$ cat src/rtl/intc_pkg.sv
// Shared types and encodings for the interrupt-controller configuration sequencer.
package intc_pkg;

   typedef enum logic [2:0] {
      S_IDLE,
      S_CHECK,
      S_SETUP,
      S_ACCESS,
      S_BACKOFF,
      S_DONE
   } state_t;

   localparam logic [1:0] ERR_NONE    = 2'd0;
   localparam logic [1:0] ERR_SLVERR  = 2'd1;
   localparam logic [1:0] ERR_TIMEOUT = 2'd2;
   localparam logic [1:0] ERR_DUP     = 2'd3;

   localparam logic [1:0] MODE_ASC  = 2'd0;
   localparam logic [1:0] MODE_DESC = 2'd1;
   localparam logic [1:0] MODE_TBL  = 2'd2;

endpackage

$ cat src/rtl/intc_apb_master.sv
// APB write engine: drives SETUP/ACCESS phases requested by the sequencer,
// runs the wait-state timeout and reports ok/fail for each transfer.
module intc_apb_master
   import intc_pkg::*;
#(
   parameter int ADDR_WIDTH = 8,
   parameter int DATA_WIDTH = 8,
   parameter int TIMEOUT    = 15
) (
   input  logic                  pclk_i,
   input  logic                  presetn_i,
   input  logic                  setup_i,
   input  logic                  access_i,
   input  logic [ADDR_WIDTH-1:0] addr_i,
   input  logic [DATA_WIDTH-1:0] data_i,
   input  logic                  pready_i,
   input  logic                  perror_i,
   output logic                  psel_o,
   output logic                  penable_o,
   output logic                  pwrite_o,
   output logic [ADDR_WIDTH-1:0] paddr_o,
   output logic [DATA_WIDTH-1:0] pwdata_o,
   output logic                  ok_o,
   output logic                  fail_o,
   output logic [1:0]            code_o
);

   localparam int TW = $clog2(TIMEOUT + 1);

   logic [TW-1:0] wait_q, wait_d;
   logic          expired;

   always_ff @(posedge pclk_i or negedge presetn_i) begin
      if (!presetn_i) begin
         wait_q <= '0;
      end else begin
         wait_q <= wait_d;
      end
   end

   // The TIMEOUT-th ACCESS cycle without pready is the last one allowed.
   always_comb begin
      expired = access_i && !pready_i && (wait_q == TW'(TIMEOUT - 1));
      wait_d  = '0;
      if (access_i && !pready_i && !expired) begin
         wait_d = wait_q + 1'b1;
      end
   end

   always_comb begin
      psel_o    = setup_i || access_i;
      penable_o = access_i;
      pwrite_o  = setup_i || access_i;
      paddr_o   = (setup_i || access_i) ? addr_i : '0;
      pwdata_o  = (setup_i || access_i) ? data_i : '0;
      ok_o      = access_i && pready_i && !perror_i;
      fail_o    = access_i && ((pready_i && perror_i) || expired);
      code_o    = pready_i ? ERR_SLVERR : ERR_TIMEOUT;
   end

endmodule

$ cat src/rtl/intc_cfg_sequencer.sv
// Programs the interrupt controller priority table over APB, one write per slot.
// Optional duplicate-priority scan of the internal table: INTC_CFG_UNIQUE_CHK_EN.
module intc_cfg_sequencer
   import intc_pkg::*;
#(
   parameter int DATA_WIDTH = 8,
   parameter int ADDR_WIDTH = 8,
   parameter int NUM_INTR   = 16,
   parameter int INTR_SERV  = 4,
   parameter int TIMEOUT    = 15,
   parameter int MAX_RETRY  = 3
) (
   input  logic                  pclk_i,
   input  logic                  presetn_i,
   input  logic                  start_i,
   input  logic [1:0]            mode_i,
   input  logic                  tbl_we_i,
   input  logic [INTR_SERV-1:0]  tbl_addr_i,
   input  logic [INTR_SERV-1:0]  tbl_data_i,
   output logic                  psel_o,
   output logic                  penable_o,
   output logic                  pwrite_o,
   output logic [ADDR_WIDTH-1:0] paddr_o,
   output logic [DATA_WIDTH-1:0] pwdata_o,
   input  logic                  pready_i,
   input  logic                  perror_i,
   output logic                  busy_o,
   output logic                  done_o,
   output logic                  err_o,
   output logic [1:0]            err_code_o,
   output logic [INTR_SERV-1:0]  err_addr_o
);

   localparam int RW = (MAX_RETRY < 1) ? 1 : $clog2(MAX_RETRY + 1);
   localparam logic [INTR_SERV-1:0] LAST_IDX = INTR_SERV'(NUM_INTR - 1);

   state_t               state_q, state_d;
   logic [INTR_SERV-1:0] idx_q, idx_d;
   logic [RW-1:0]        retry_q, retry_d;
   logic [1:0]           mode_q, mode_d;
   logic                 err_q, err_d;
   logic [1:0]           code_q, code_d;
   logic [INTR_SERV-1:0] eaddr_q, eaddr_d;
   logic [INTR_SERV-1:0] tbl_q [NUM_INTR];
`ifdef INTC_CFG_UNIQUE_CHK_EN
   logic [NUM_INTR-1:0]  seen_q, seen_d;
`endif

   logic [INTR_SERV-1:0] prio;
   logic                 setup, access;
   logic                 xfer_ok, xfer_fail;
   logic [1:0]           xfer_code;

   intc_apb_master #(
      .ADDR_WIDTH (ADDR_WIDTH),
      .DATA_WIDTH (DATA_WIDTH),
      .TIMEOUT    (TIMEOUT)
   ) u_apb (
      .pclk_i    (pclk_i),
      .presetn_i (presetn_i),
      .setup_i   (setup),
      .access_i  (access),
      .addr_i    (ADDR_WIDTH'(idx_q)),
      .data_i    (DATA_WIDTH'(prio)),
      .pready_i  (pready_i),
      .perror_i  (perror_i),
      .psel_o    (psel_o),
      .penable_o (penable_o),
      .pwrite_o  (pwrite_o),
      .paddr_o   (paddr_o),
      .pwdata_o  (pwdata_o),
      .ok_o      (xfer_ok),
      .fail_o    (xfer_fail),
      .code_o    (xfer_code)
   );

   always_comb begin
      case (mode_q)
         MODE_ASC:  prio = idx_q;
         MODE_DESC: prio = LAST_IDX - idx_q;
         default:   prio = tbl_q[idx_q];
      endcase
   end

   // Table writes are only accepted while idle so a running sequence sees a stable table.
   always_ff @(posedge pclk_i or negedge presetn_i) begin
      if (!presetn_i) begin
         for (int i = 0; i < NUM_INTR; i++) begin
            tbl_q[i] <= INTR_SERV'(i);
         end
      end else if ((state_q == S_IDLE) && tbl_we_i) begin
         tbl_q[tbl_addr_i] <= tbl_data_i;
      end
   end

   always_ff @(posedge pclk_i or negedge presetn_i) begin
      if (!presetn_i) begin
         state_q <= S_IDLE;
      end else begin
         state_q <= state_d;
      end
   end

   always_ff @(posedge pclk_i or negedge presetn_i) begin
      if (!presetn_i) begin
         idx_q   <= '0;
         retry_q <= '0;
         mode_q  <= MODE_ASC;
         err_q   <= 1'b0;
         code_q  <= ERR_NONE;
         eaddr_q <= '0;
`ifdef INTC_CFG_UNIQUE_CHK_EN
         seen_q  <= '0;
`endif
      end else begin
         idx_q   <= idx_d;
         retry_q <= retry_d;
         mode_q  <= mode_d;
         err_q   <= err_d;
         code_q  <= code_d;
         eaddr_q <= eaddr_d;
`ifdef INTC_CFG_UNIQUE_CHK_EN
         seen_q  <= seen_d;
`endif
      end
   end

   always_comb begin
      state_d = state_q;
      idx_d   = idx_q;
      retry_d = retry_q;
      mode_d  = mode_q;
      err_d   = err_q;
      code_d  = code_q;
      eaddr_d = eaddr_q;
`ifdef INTC_CFG_UNIQUE_CHK_EN
      seen_d  = seen_q;
`endif
      unique case (state_q)
         S_IDLE: begin
            if (start_i) begin
               mode_d  = mode_i;
               err_d   = 1'b0;
               code_d  = ERR_NONE;
               eaddr_d = '0;
               idx_d   = '0;
               retry_d = '0;
`ifdef INTC_CFG_UNIQUE_CHK_EN
               seen_d  = '0;
               state_d = (mode_i >= MODE_TBL) ? S_CHECK : S_SETUP;
`else
               state_d = S_SETUP;
`endif
            end
         end
`ifdef INTC_CFG_UNIQUE_CHK_EN
         S_CHECK: begin
            if (seen_q[tbl_q[idx_q]]) begin
               err_d   = 1'b1;
               code_d  = ERR_DUP;
               eaddr_d = idx_q;
               state_d = S_DONE;
            end else begin
               seen_d[tbl_q[idx_q]] = 1'b1;
               if (idx_q == LAST_IDX) begin
                  idx_d   = '0;
                  state_d = S_SETUP;
               end else begin
                  idx_d = idx_q + 1'b1;
               end
            end
         end
`endif
         S_SETUP: begin
            state_d = S_ACCESS;
         end
         S_ACCESS: begin
            if (xfer_ok) begin
               if (idx_q == LAST_IDX) begin
                  state_d = S_DONE;
               end else begin
                  idx_d   = idx_q + 1'b1;
                  retry_d = '0;
                  state_d = S_SETUP;
               end
            end else if (xfer_fail) begin
               if (retry_q < RW'(MAX_RETRY)) begin
                  retry_d = retry_q + 1'b1;
                  state_d = (xfer_code == ERR_TIMEOUT) ? S_BACKOFF : S_SETUP;
               end else begin
                  err_d   = 1'b1;
                  code_d  = xfer_code;
                  eaddr_d = idx_q;
                  state_d = S_DONE;
               end
            end
         end
         S_BACKOFF: begin
            state_d = S_SETUP;
         end
         S_DONE: begin
            state_d = S_IDLE;
         end
         default: begin
            state_d = S_IDLE;
         end
      endcase
   end

   always_comb begin
      setup      = (state_q == S_SETUP);
      access     = (state_q == S_ACCESS);
      busy_o     = (state_q != S_IDLE);
      done_o     = (state_q == S_DONE);
      err_o      = err_q;
      err_code_o = code_q;
      err_addr_o = eaddr_q;
   end

endmodule

$ cat config.mk
export PLATFORM = sky130hd
export DESIGN_NAME = intc_cfg_sequencer
export DESIGN_NICKNAME = d
export VERILOG_FILES = /design/src/rtl/intc_pkg.sv /design/src/rtl/intc_apb_master.sv /design/src/rtl/intc_cfg_sequencer.sv
export SDC_FILE = /design/constraint.sdc
export NUM_CORES = 1
export LEC_CHECK = 0
export CAP_MARGIN = 20
export CELL_PAD_IN_SITES_DETAIL_PLACEMENT = 2
export CELL_PAD_IN_SITES_GLOBAL_PLACEMENT = 2
export CORE_ASPECT_RATIO = 1.75
export CORE_MARGIN = 10
export CORE_UTILIZATION = 40
export DETAILED_ROUTE_END_ITERATION = 8
export PLACE_DENSITY = 0.78
export SLEW_MARGIN = 40
export SYNTH_ARGS = -nofsm -noshare
export SYNTH_HDL_FRONTEND = slang
export SYNTH_SLANG_ARGS = --single-unit
$ cat constraint.sdc
create_clock -name pclk_i -period 2.5 [get_ports pclk_i]
set_clock_uncertainty 0.2 [all_clocks]
set_input_delay 0.25 -clock pclk_i [delete_from_list [all_inputs] [get_ports pclk_i]]
set_output_delay 0.25 -clock pclk_i [all_outputs]
set_load 0.005 [all_outputs]
Yosys cells after proc, flatten, opt, wreduce, memory -nomap -nowiden
Index checks and enable logic that the tools add are counted.

Flip-flop bits (word level): 86. Latch bits: 0. Bits in writable memories: 0. ROM bits: 0. Input port bits: 16. Output and inout port bits: 28. Word-level logic and storage cells: 115. Memories kept: 0.

Add/subtract/negate cells: 4. $mul: 0. Div/mod/pow operators: 0. Magnitude comparators: 4. Equal/unequal tests: 17. Shifts and indexed selects: 0. Muxes and demuxes: 41. Bitwise logic cells: 2. Reductions and logical operators: 23.

Operators with widths (count): 64-bit bitwise mux (1); 4-bit 2-to-1 mux (12); 4-bit case mux with 2 select lines (3); 2-bit 2-to-1 mux (9); 3-bit 2-to-1 mux (6); 4-bit binary-select mux with 4-bit select (1); 4-bit demux with 4-bit select (1); 2-bit inequality test (second input constant) (6); 3-bit case mux with 4 select lines (1); 5-bit greater-or-equal comparator (second input constant) (2); 4-bit NOT with 5-bit output (2); 5-bit AND reduction (2); 1-bit logical AND (9); 3-bit inequality test (second input constant) (3); 4-bit by 1-bit adder with 4-bit output (second input constant) (2); 4-bit equality test (second input constant) (2); 2-bit case mux with 2 select lines (2); 3-bit by 2-bit equality test with 1-bit output (second input constant) (2); 3-bit equality test (second input constant) (2); 5-bit by 1-bit < comparator with 1-bit output (second input constant) (1); 1-bit 2-to-1 mux (4); 2-bit AND reduction (2); 4-bit AND reduction (1); 4-bit subtractor (first input constant) (1); 11 further kinds (14).

Depth between registers and ports, before layout
Gate-level depths: netlist of the first run.

Depth in word-level cells: 8. Mapped depth: 6. Gate-level depth less buffers: 6.

By module
A second synthesis of the first run with hierarchy kept.

Cells, all modules: 330. Area total of the unflattened synthesis: 4289.1 um^2.

By module, submodules not included: intc_cfg_sequencer (instances 1, cells each 286, area an instance 3920.0 um^2, sequential area each 2092.0 um^2); intc_apb_master (instances 1, cells each 44, area an instance 369.1 um^2, sequential area each 100.1 um^2).

Worst setup path after synthesis of the first run
No wires, ideal clock.

Kind: flip-flop to output port. From: register idx_q[1]. To: output port pwdata_o[2]. Arrival: 1.525 ns. Required time: 2.050 ns. Setup slack: 0.525 ns. Cell stages (with the launch flop): 6. Buffers on the path: 1. Cell sequence: dfrtp_1 buf_2 mux4_2 mux2i_1 nor2_1 a221o_1.

Word-level cells in the longest chain between the ends: 6. Elaborated cells between the ends (all ways): 7. Those cells by class: 1 x add/sub; 5 x mux; 1 x bitwise.

RTL lines: start: declaration (RTL line intc_cfg_sequencer.sv:38) `logic [INTR_SERV-1:0] idx_q, idx_d;`; start signal: assignment (RTL line intc_cfg_sequencer.sv:116) `idx_q <= idx_d;`; 4-bit NOT with 5-bit output (implied by the code) (RTL line intc_cfg_sequencer.sv:81) `default: prio = tbl_q[idx_q];`; 4-bit binary-select mux with 4-bit select (RTL line intc_cfg_sequencer.sv:81); 4-bit 2-to-1 mux (implied by the code) (2 in a row) (RTL line intc_cfg_sequencer.sv:81); 4-bit case mux with 2 select lines * (RTL line intc_cfg_sequencer.sv:78) `case (mode_q)`; 4-bit 2-to-1 mux * (RTL line intc_apb_master.sv:55) `pwdata_o = (setup_i || access_i) ? data_i : '0;`; end: declaration (RTL line intc_cfg_sequencer.sv:24) `output logic [DATA_WIDTH-1:0] pwdata_o,`.

Every way passes the cells marked *; elsewhere a longest branch is shown, timed or not. The select of a mux whose other input is x is not followed.

Worst setup path after layout of the first run
From: register idx_q[0]. To: output port pwdata_o[0].

The elaborated chain is that of the path after synthesis.

==> summary.txt, run 1 <==
CTS
  • Clock sink count: 86
  • Num CTS Buffers: 9
  • Skew-Pair Late Insertion Delay: roughly 0.34 ns
  • Deepest clock path buffer count: 2
  • H-tree Lvls: 3
  • Clk pin slew, worst setup/hold paths: approximately 0.060 ns
  • Root Buffer: clkbuf_16
  • CTS tree: done

GRT
  • Remaining Overflow, GRT: 0
  • Number of antenna violations at the first check in global routing: 0
  • Vias in the first global route: 3,509
  • GRT Util Overall: 0.176
  • Pin count of the biggest net entering global routing: 45
  • First-pass GRT wire length: roughly 21,000 um

Status
  • Status: finished with violations
  • Failing checks: setup timing

Timing
  • Worst Setup Slack, final: -0.0422 ns
  • Fin. max-slew vios: 0
  • Final worst-path cycle share: 1.02
  • Final hold viol count: 0
  • Finish-stage setup viols: 2
  • Final Critical Period: about 2.5 ns
  • FMAX: a little under 400 MHz
  • Final setup TNS: -0.0740 ns
  • Slew @ Worst Pin: roughly 0.63 ns
  • Setup repair after global routing missed its margin: yes
  • Slew margin rel.: 0.581

Synthesis
  • Post-synth EDFFs: 0
  • Ys async rst share: 1.00
  • Syn avg cell area: between 10 and 15 um2
  • Synth cell count leaders: mux2_2, dfrtp_1, dfstp_2, nand2_1, nor2_1
  • Synth Register Bits: 86
  • Synth area leader: dfrtp_1
  • Synth top area share: 0.307
  • Seq/Total Area, Yosys: 0.499
  • Synth warn: 0
  • Top post-synthesis cells by area: dfrtp_1, dfstp_2, mux2_2
  • Top-count cell post-synth: mux2_2
  • Mapped Cells: about 340
  • Top FF cell, synth: dfrtp_1
  • Post-synth cell types: 56
  • Post-synthesis cell area: 0.00440 mm2

Critical path
  • Largest stage delay, worst path: 0.50 ns
  • CP max-delay cell: mux4_2
  • R2R depth: 6
  • Worst EP required: about 2 ns
  • CP delay by family, top: multiplexers
  • Buffers plus inverters on the worst setup path: 2
  • Crit path max fanout: 5
  • Worst Path Arrival: between 2 and 2.5 ns
  • Startpoint Class: flip-flop
  • Worst path cell trace: buf_6 -> mux4_2 -> mux2_4 -> a22oi_2 -> o21ai_2 -> buf_2
  • Kind of critical path: reg -> out
  • CP Capture Type: output pin
  • WP depth: 6

Power and ir drop
  • Leak: roughly 2.4 nW
  • Sequential share of power: 0.397
  • Sw power: 0.00196 W
  • PD cells: approximately 1100 mW/mm2
  • Worst vdd ir: ~0.00062 V
  • Clock share of power: 0.235
  • Pint: approximately 0.0043 W
  • Power share of the combinational group: 0.368
  • Switching part of the total: 0.314

Cells and area
  • Fin util: 0.504
  • FILL cells: 1,052
  • Antenna cells: 0
  • Nets: around 420
  • Area grow syn2layout: 23.4%
  • Layout cells sized above 1: 0.480

Detailed routing
  • DRC Markers: 0
  • Routed Wire Length: around 13,000 um
  • WL/cell: roughly 25 um
  • Drt first pass iters: 4
  • Post-route ant nets: 0
  • Vias: roughly 3,000
  • Routed vias/inst: approximately 5.6
  • Detailed Route Iter0 Violations: slightly below 70

Min path
  • Min-delay worst type: in -> async

Floorplan
  • Height of the die: approximately 160 um
  • Initial core utilization: 0.408
  • DIE AREA: ~0.016 mm2
  • Core box area: roughly 0.011 mm2
  • # IOs: 44
  • Rows: 50
  • Die Wd: just under 100 um

Run
  • Max_cap viols: 0

Place
  • Port bufs: 35
  • Dpl hpwl: approximately 9600 um
  • Final Wtd Congestion: between 0.7 and 0.8
==> registers in the layout (all words and copies together), names as in the netlist <==
name / count
err_addr_o: 4
err_code_o: 2
err_o: 1
idx_q: 4
mode_q: 2
retry_q: 2
state_q: 3
tbl_q: 64
u_apb.wait_q: 4
==> power by group through the flow <==
stage | registers (W) | logic [W] | clock network [W]
2_1_floorplan | 0.00228 | 0.00135 | 0
3_3_place_gp | 0.00242 | 0.00193 | 0
3_5_place_dp | 0.00248 | 0.00204 | 0
4_1_cts | 0.00247 | 0.00225 | 0.00151
5_1_grt | 0.00254 | 0.00250 | 0.00157
6_report | 0.00248 | 0.00229 | 0.00146
==> cells in the final DEF, fill, tap and decap left out, types with 2 or more instances in the layout <==
| cell type | synthesis | routed |
|---|---|---|
| nor3b_4 | 2 | 2 |
| mux2i_1 | 10 | 9 |
| nand3_1 | 8 | 8 |
| and2_1 | 4 | 3 |
| nor3_4 | 2 | 2 |
| o22ai_1 | 2 | 2 |
| bufinv_16 | 0 | 2 |
| nand4_1 | 2 | 2 |
| dfstp_2 | 32 | 32 |
| nand2b_1 | 3 | 3 |
| mux2_2 | 71 | 70 |
| nand2_1 | 25 | 25 |
| and3_1 | 2 | 2 |
| nor2b_1 | 6 | 6 |
| xor2_1 | 5 | 5 |
| ha_1 | 4 | 4 |
| nor2_1 | 14 | 14 |
| dfrtp_1 | 54 | 51 |
| o21ai_0 | 4 | 4 |
| nor3_1 | 2 | 2 |
| dfrtp_2 | 0 | 3 |
| buf_12 | 0 | 2 |
| a31oi_1 | 3 | 3 |
| clkbuf_16 | 0 | 9 |
| nand3b_1 | 2 | 2 |
| buf_2 | 9 | 3 |
| mux4_2 | 13 | 13 |
| buf_4 | 11 | 29 |
| clkdlybuf4s50_1 | 0 | 30 |
| buf_6 | 0 | 2 |
| inv_1 | 12 | 11 |
| conb_1 | 1 | 8 |
==> worst register-to-register path, stage by stage, from the launching register on <==
cell and delay [ns]:
dfrtp_2 0.46, buf_4 0.27, ha_1 0.23, nand3_1 0.19, mux2_2 0.35, a31oi_1 0.27
mux2_2 0.22
==> metrics by stage <==
step           total power, W  worst slack (ns)  instance area [um2]  instances  hold WS [ns]
2_1_floorplan         0.00363             0.525                 4420        346        -0.246
3_3_place_gp          0.00435           -0.0273                 4950        506        0.0908
3_5_place_dp          0.00452           -0.0939                 4950        506         0.104
4_1_cts               0.00622           -0.0406                 5390        531         0.260
5_1_grt               0.00661            -0.101                 5420        534         0.280
6_report              0.00623           -0.0422                 5420        534         0.266
==> per-layer routing <==
metal | global-route usage | vias to the layer above | routed length (um)
li1 | - | 1315 | -
met1 | 0.168 | 1580 | 4530
met2 | 0.341 | 61 | 7650
met3 | 0.0330 | 35 | 404
met4 | 0.0960 | 0 | 662
met5 | 0 | - | 0
==> path summary, 6_finish.rpt <==
kind | startpoint | end | slack, ns
worst min register to register | u_apb.wait_q[0] | u_apb.wait_q[0] | 0.30
max in group asynchronous | presetn_i | tbl_q[14] | 1.17
worst max register to register | idx_q[1] | retry_q[0] | 0.26
worst min-delay path | presetn_i | tbl_q[59] | 0.27
min in group pclk_i | mode_i[0] | mode_q[0] | 0.27
worst max-delay path | idx_q[0] | pwdata_o[0] | -0.04
==> area by class of cell <==
class / count / area (um2) / area share
clock inverters: 5 / 81.3 / 0.0150
flip-flops and latches: 86 / 2200 / 0.405
multi-input cells: 221 / 2070 / 0.382
repair buffers: 69 / 626 / 0.115
clock buffers: 11 / 243 / 0.0448
inverters: 12 / 45.0 / 0.00830
well taps: 130 / 163 / 0.0300
==> cells by family (layout without fill, tap and decap cells) <==
group	count (synthesis)	in the layout	synth area share
fa+ha+maj	4	4	0.0114
flops	86	86	0.499
simple gates	83	83	0.114
mux	95	95	0.274
xor+xnor	6	6	0.0120
compound gates	25	25	0.0441
other cells	1	8	0.000853
buf+inv	39	97	0.0455
==> timing repair <==
item / CTS / global route
gates cloned: 0 / 0
setup buffers: 8 / 4
endpoints found under the setup margin: 4 / 4
hold endpoints to repair: 33 / 0
pin swaps: 5 / 4
resized for setup: 30 / 8
hold buffers: 1 / 0
Note: power is estimated with default switching activity, not from simulation.
==> run 2, diff against run 1 <==
--- a/config.mk
+++ b/config.mk
@@ -12,7 +12,9 @@
 export CORE_MARGIN = 10
 export CORE_UTILIZATION = 40
 export DETAILED_ROUTE_END_ITERATION = 8
+export MAX_ROUTING_LAYER = met4
 export PLACE_DENSITY = 0.78
+export SKIP_LAST_GASP = 1
 export SLEW_MARGIN = 40
 export SYNTH_ARGS = -nofsm -noshare
 export SYNTH_HDL_FRONTEND = slang
==> constraint.sdc (replaced) <==
create_clock -name pclk_i -period 2.5 [get_ports pclk_i]
set_clock_uncertainty 0.2 [all_clocks]
set_input_delay 0.5 -clock pclk_i [delete_from_list [all_inputs] [get_ports pclk_i]]
set_output_delay 0.5 -clock pclk_i [all_outputs]
set_load 0.005 [all_outputs]
==> summary.txt, run 2 (synthesis results as in run 1) <==
Floorplan
  • Die Wd: 99.2 um
  • DIE AREA: ~0.016 mm2
  • # IOs: between 40 and 50
  • Core box area: 0.0108 mm2
  • Height of the die: ~160 um
  • Initial core utilization: 0.408
  • Rows: 50

Place
  • Final Wtd Congestion: around 0.80
  • Port bufs: 35
  • Dpl hpwl: around 9400 um

Power and ir drop
  • Leak: around 2.4 nW
  • PD cells: ~1200 mW/mm2
  • Total Power: ~0.0063 W
  • Worst vdd ir: about 0.00046 V

Cells and area
  • Layout cells sized above 1: 0.482
  • Max FFs per register: 64
  • Largest register by flop count: tbl_q
  • Area grow syn2layout: 23.8%
  • Fin util: 0.506
  • Nets: about 420
  • Most frequent cells in the layout: mux2_2, dfrtp_1, buf_4
  • Antenna cells: 0
  • Commonest non-fill, non-tap cell in the layout: mux2_2
  • FILL cells: roughly 1,000

Min path
  • Min-delay worst type: reg -> reg
  • Hold path depth: 1

Timing
  • Slew margin rel.: 0.576
  • Final Critical Period: approximately 2.8 ns
  • Final setup TNS: -1.21 ns
  • Final worst-path cycle share: 1.12
  • Slew @ Worst Pin: about 0.63 ns
  • FMAX: 358 MHz
  • Fin. max-slew vios: 0
  • Setup repair after global routing missed its margin: yes
  • Final hold viol count: 0
  • Finish-stage setup viols: 7
  • Worst Setup Slack, final: -0.293 ns

Critical path
  • Worst EP required: about 1.8 ns
  • CP Capture Type: output pin
  • Startpoint Class: flip-flop
  • Worst Path Arrival: between 2 and 2.5 ns
  • R2R depth: 8
  • Crit path max fanout: 4
  • Kind of critical path: reg -> out

Detailed routing
  • Vias: 3,018
  • Detailed Route Iter0 Violations: just over 100
  • Drt first pass iters: 4
  • Post-route ant nets: 0
  • WL/cell: ~26 um
  • Routed vias/inst: approximately 5.6
  • Routed Wire Length: ~14,000 um
  • DRC Markers: 0

Status
  • Failing checks: setup timing
  • Status: finished with violations

CTS
  • Skew-Pair Late Insertion Delay: approximately 0.34 ns
  • Num CTS Buffers: 9
  • CTS tree: done
  • Deepest clock path buffer count: 2
  • Clock sink count: 86
  • Clk pin slew, worst setup/hold paths: ~0.070 ns
  • H-tree Lvls: 3
  • Root Buffer: clkbuf_16

GRT
  • GRT Util Overall: 0.191
  • Pin count of the biggest net entering global routing: 52
  • Vias in the first global route: ~3,600
  • Remaining Overflow, GRT: 0
  • First-pass GRT wire length: 21,900 um
  • Number of antenna violations at the first check in global routing: 0

Run
  • Max_cap viols: 0
-- run 2: area by class of cell --
cell class,count,area (um2),area share
Timing Repair Buffer,72,661,0.121
Clock inverter,4,35.0,0.00644
Multi-Input combinational cell,221,2070,0.381
Inverter,12,45.0,0.00828
Tap cell,130,163,0.0299
Sequential cell,86,2200,0.404
Clock buffer,12,268,0.0492
-- run 2: worst paths after layout --
check                           startpoint              end  slack, ns
worst max-delay path              idx_q[0]      pwdata_o[3]      -0.29
worst min-delay path             tbl_q[22]        tbl_q[22]       0.31
worst max register to register    idx_q[0]       retry_q[0]       0.06
worst min register to register   tbl_q[22]        tbl_q[22]       0.31
max in group asynchronous        presetn_i        tbl_q[38]       0.92
min in group asynchronous        presetn_i  u_apb.wait_q[2]       0.47
-- run 2: metal layers --
metal,global-route usage,vias to the layer above,share of wire
li1,-,1320,-
met1,0.175,1584,0.34
met2,0.352,69,0.57
met3,0.0339,45,0.028
met4,0.127,0,0.057
met5,-,-,0
-- run 2: worst max-delay path, cell delays in order (launching register included) --
cell and delay, ns:
dfrtp_2 0.41, buf_4 0.15, bufbuf_16 0.25, mux4_2 0.51, a21oi_2 0.17, o22ai_1 0.11, buf_2 0.16
-- run 2: through the flow --
step / cells / instance area, um2 / hold slack [ns] / setup WS (ns)
2_1_floorplan: 346 / 4420 / 0.00441 / 0.275
3_3_place_gp: 509 / 4980 / 0.276 / -0.232
3_5_place_dp: 509 / 4980 / 0.292 / -0.312
4_1_cts: 535 / 5400 / 0.303 / -0.255
5_1_grt: 537 / 5440 / 0.324 / -0.359
6_report: 537 / 5440 / 0.307 / -0.293
-- run 2: timing repair --
action	CTS	global route
endpoints found under the hold margin	31	0
pin swaps	4	0
hold buffers	1	0
endpoints found under the setup margin	11	8
gates resized for setup	35	6
cloned	1	0
buffers inserted	8	2
-- run 2: where the power goes --
part	switching [W]	internal [W]	leakage, nW	total [W]
Sequential	0.000429	0.00208	1.05	0.00251
Clock	0.000586	0.000773	0.149	0.00136
Combinational	0.00108	0.00133	1.23	0.00241
Total	0.00209	0.00418	2.42	0.00627
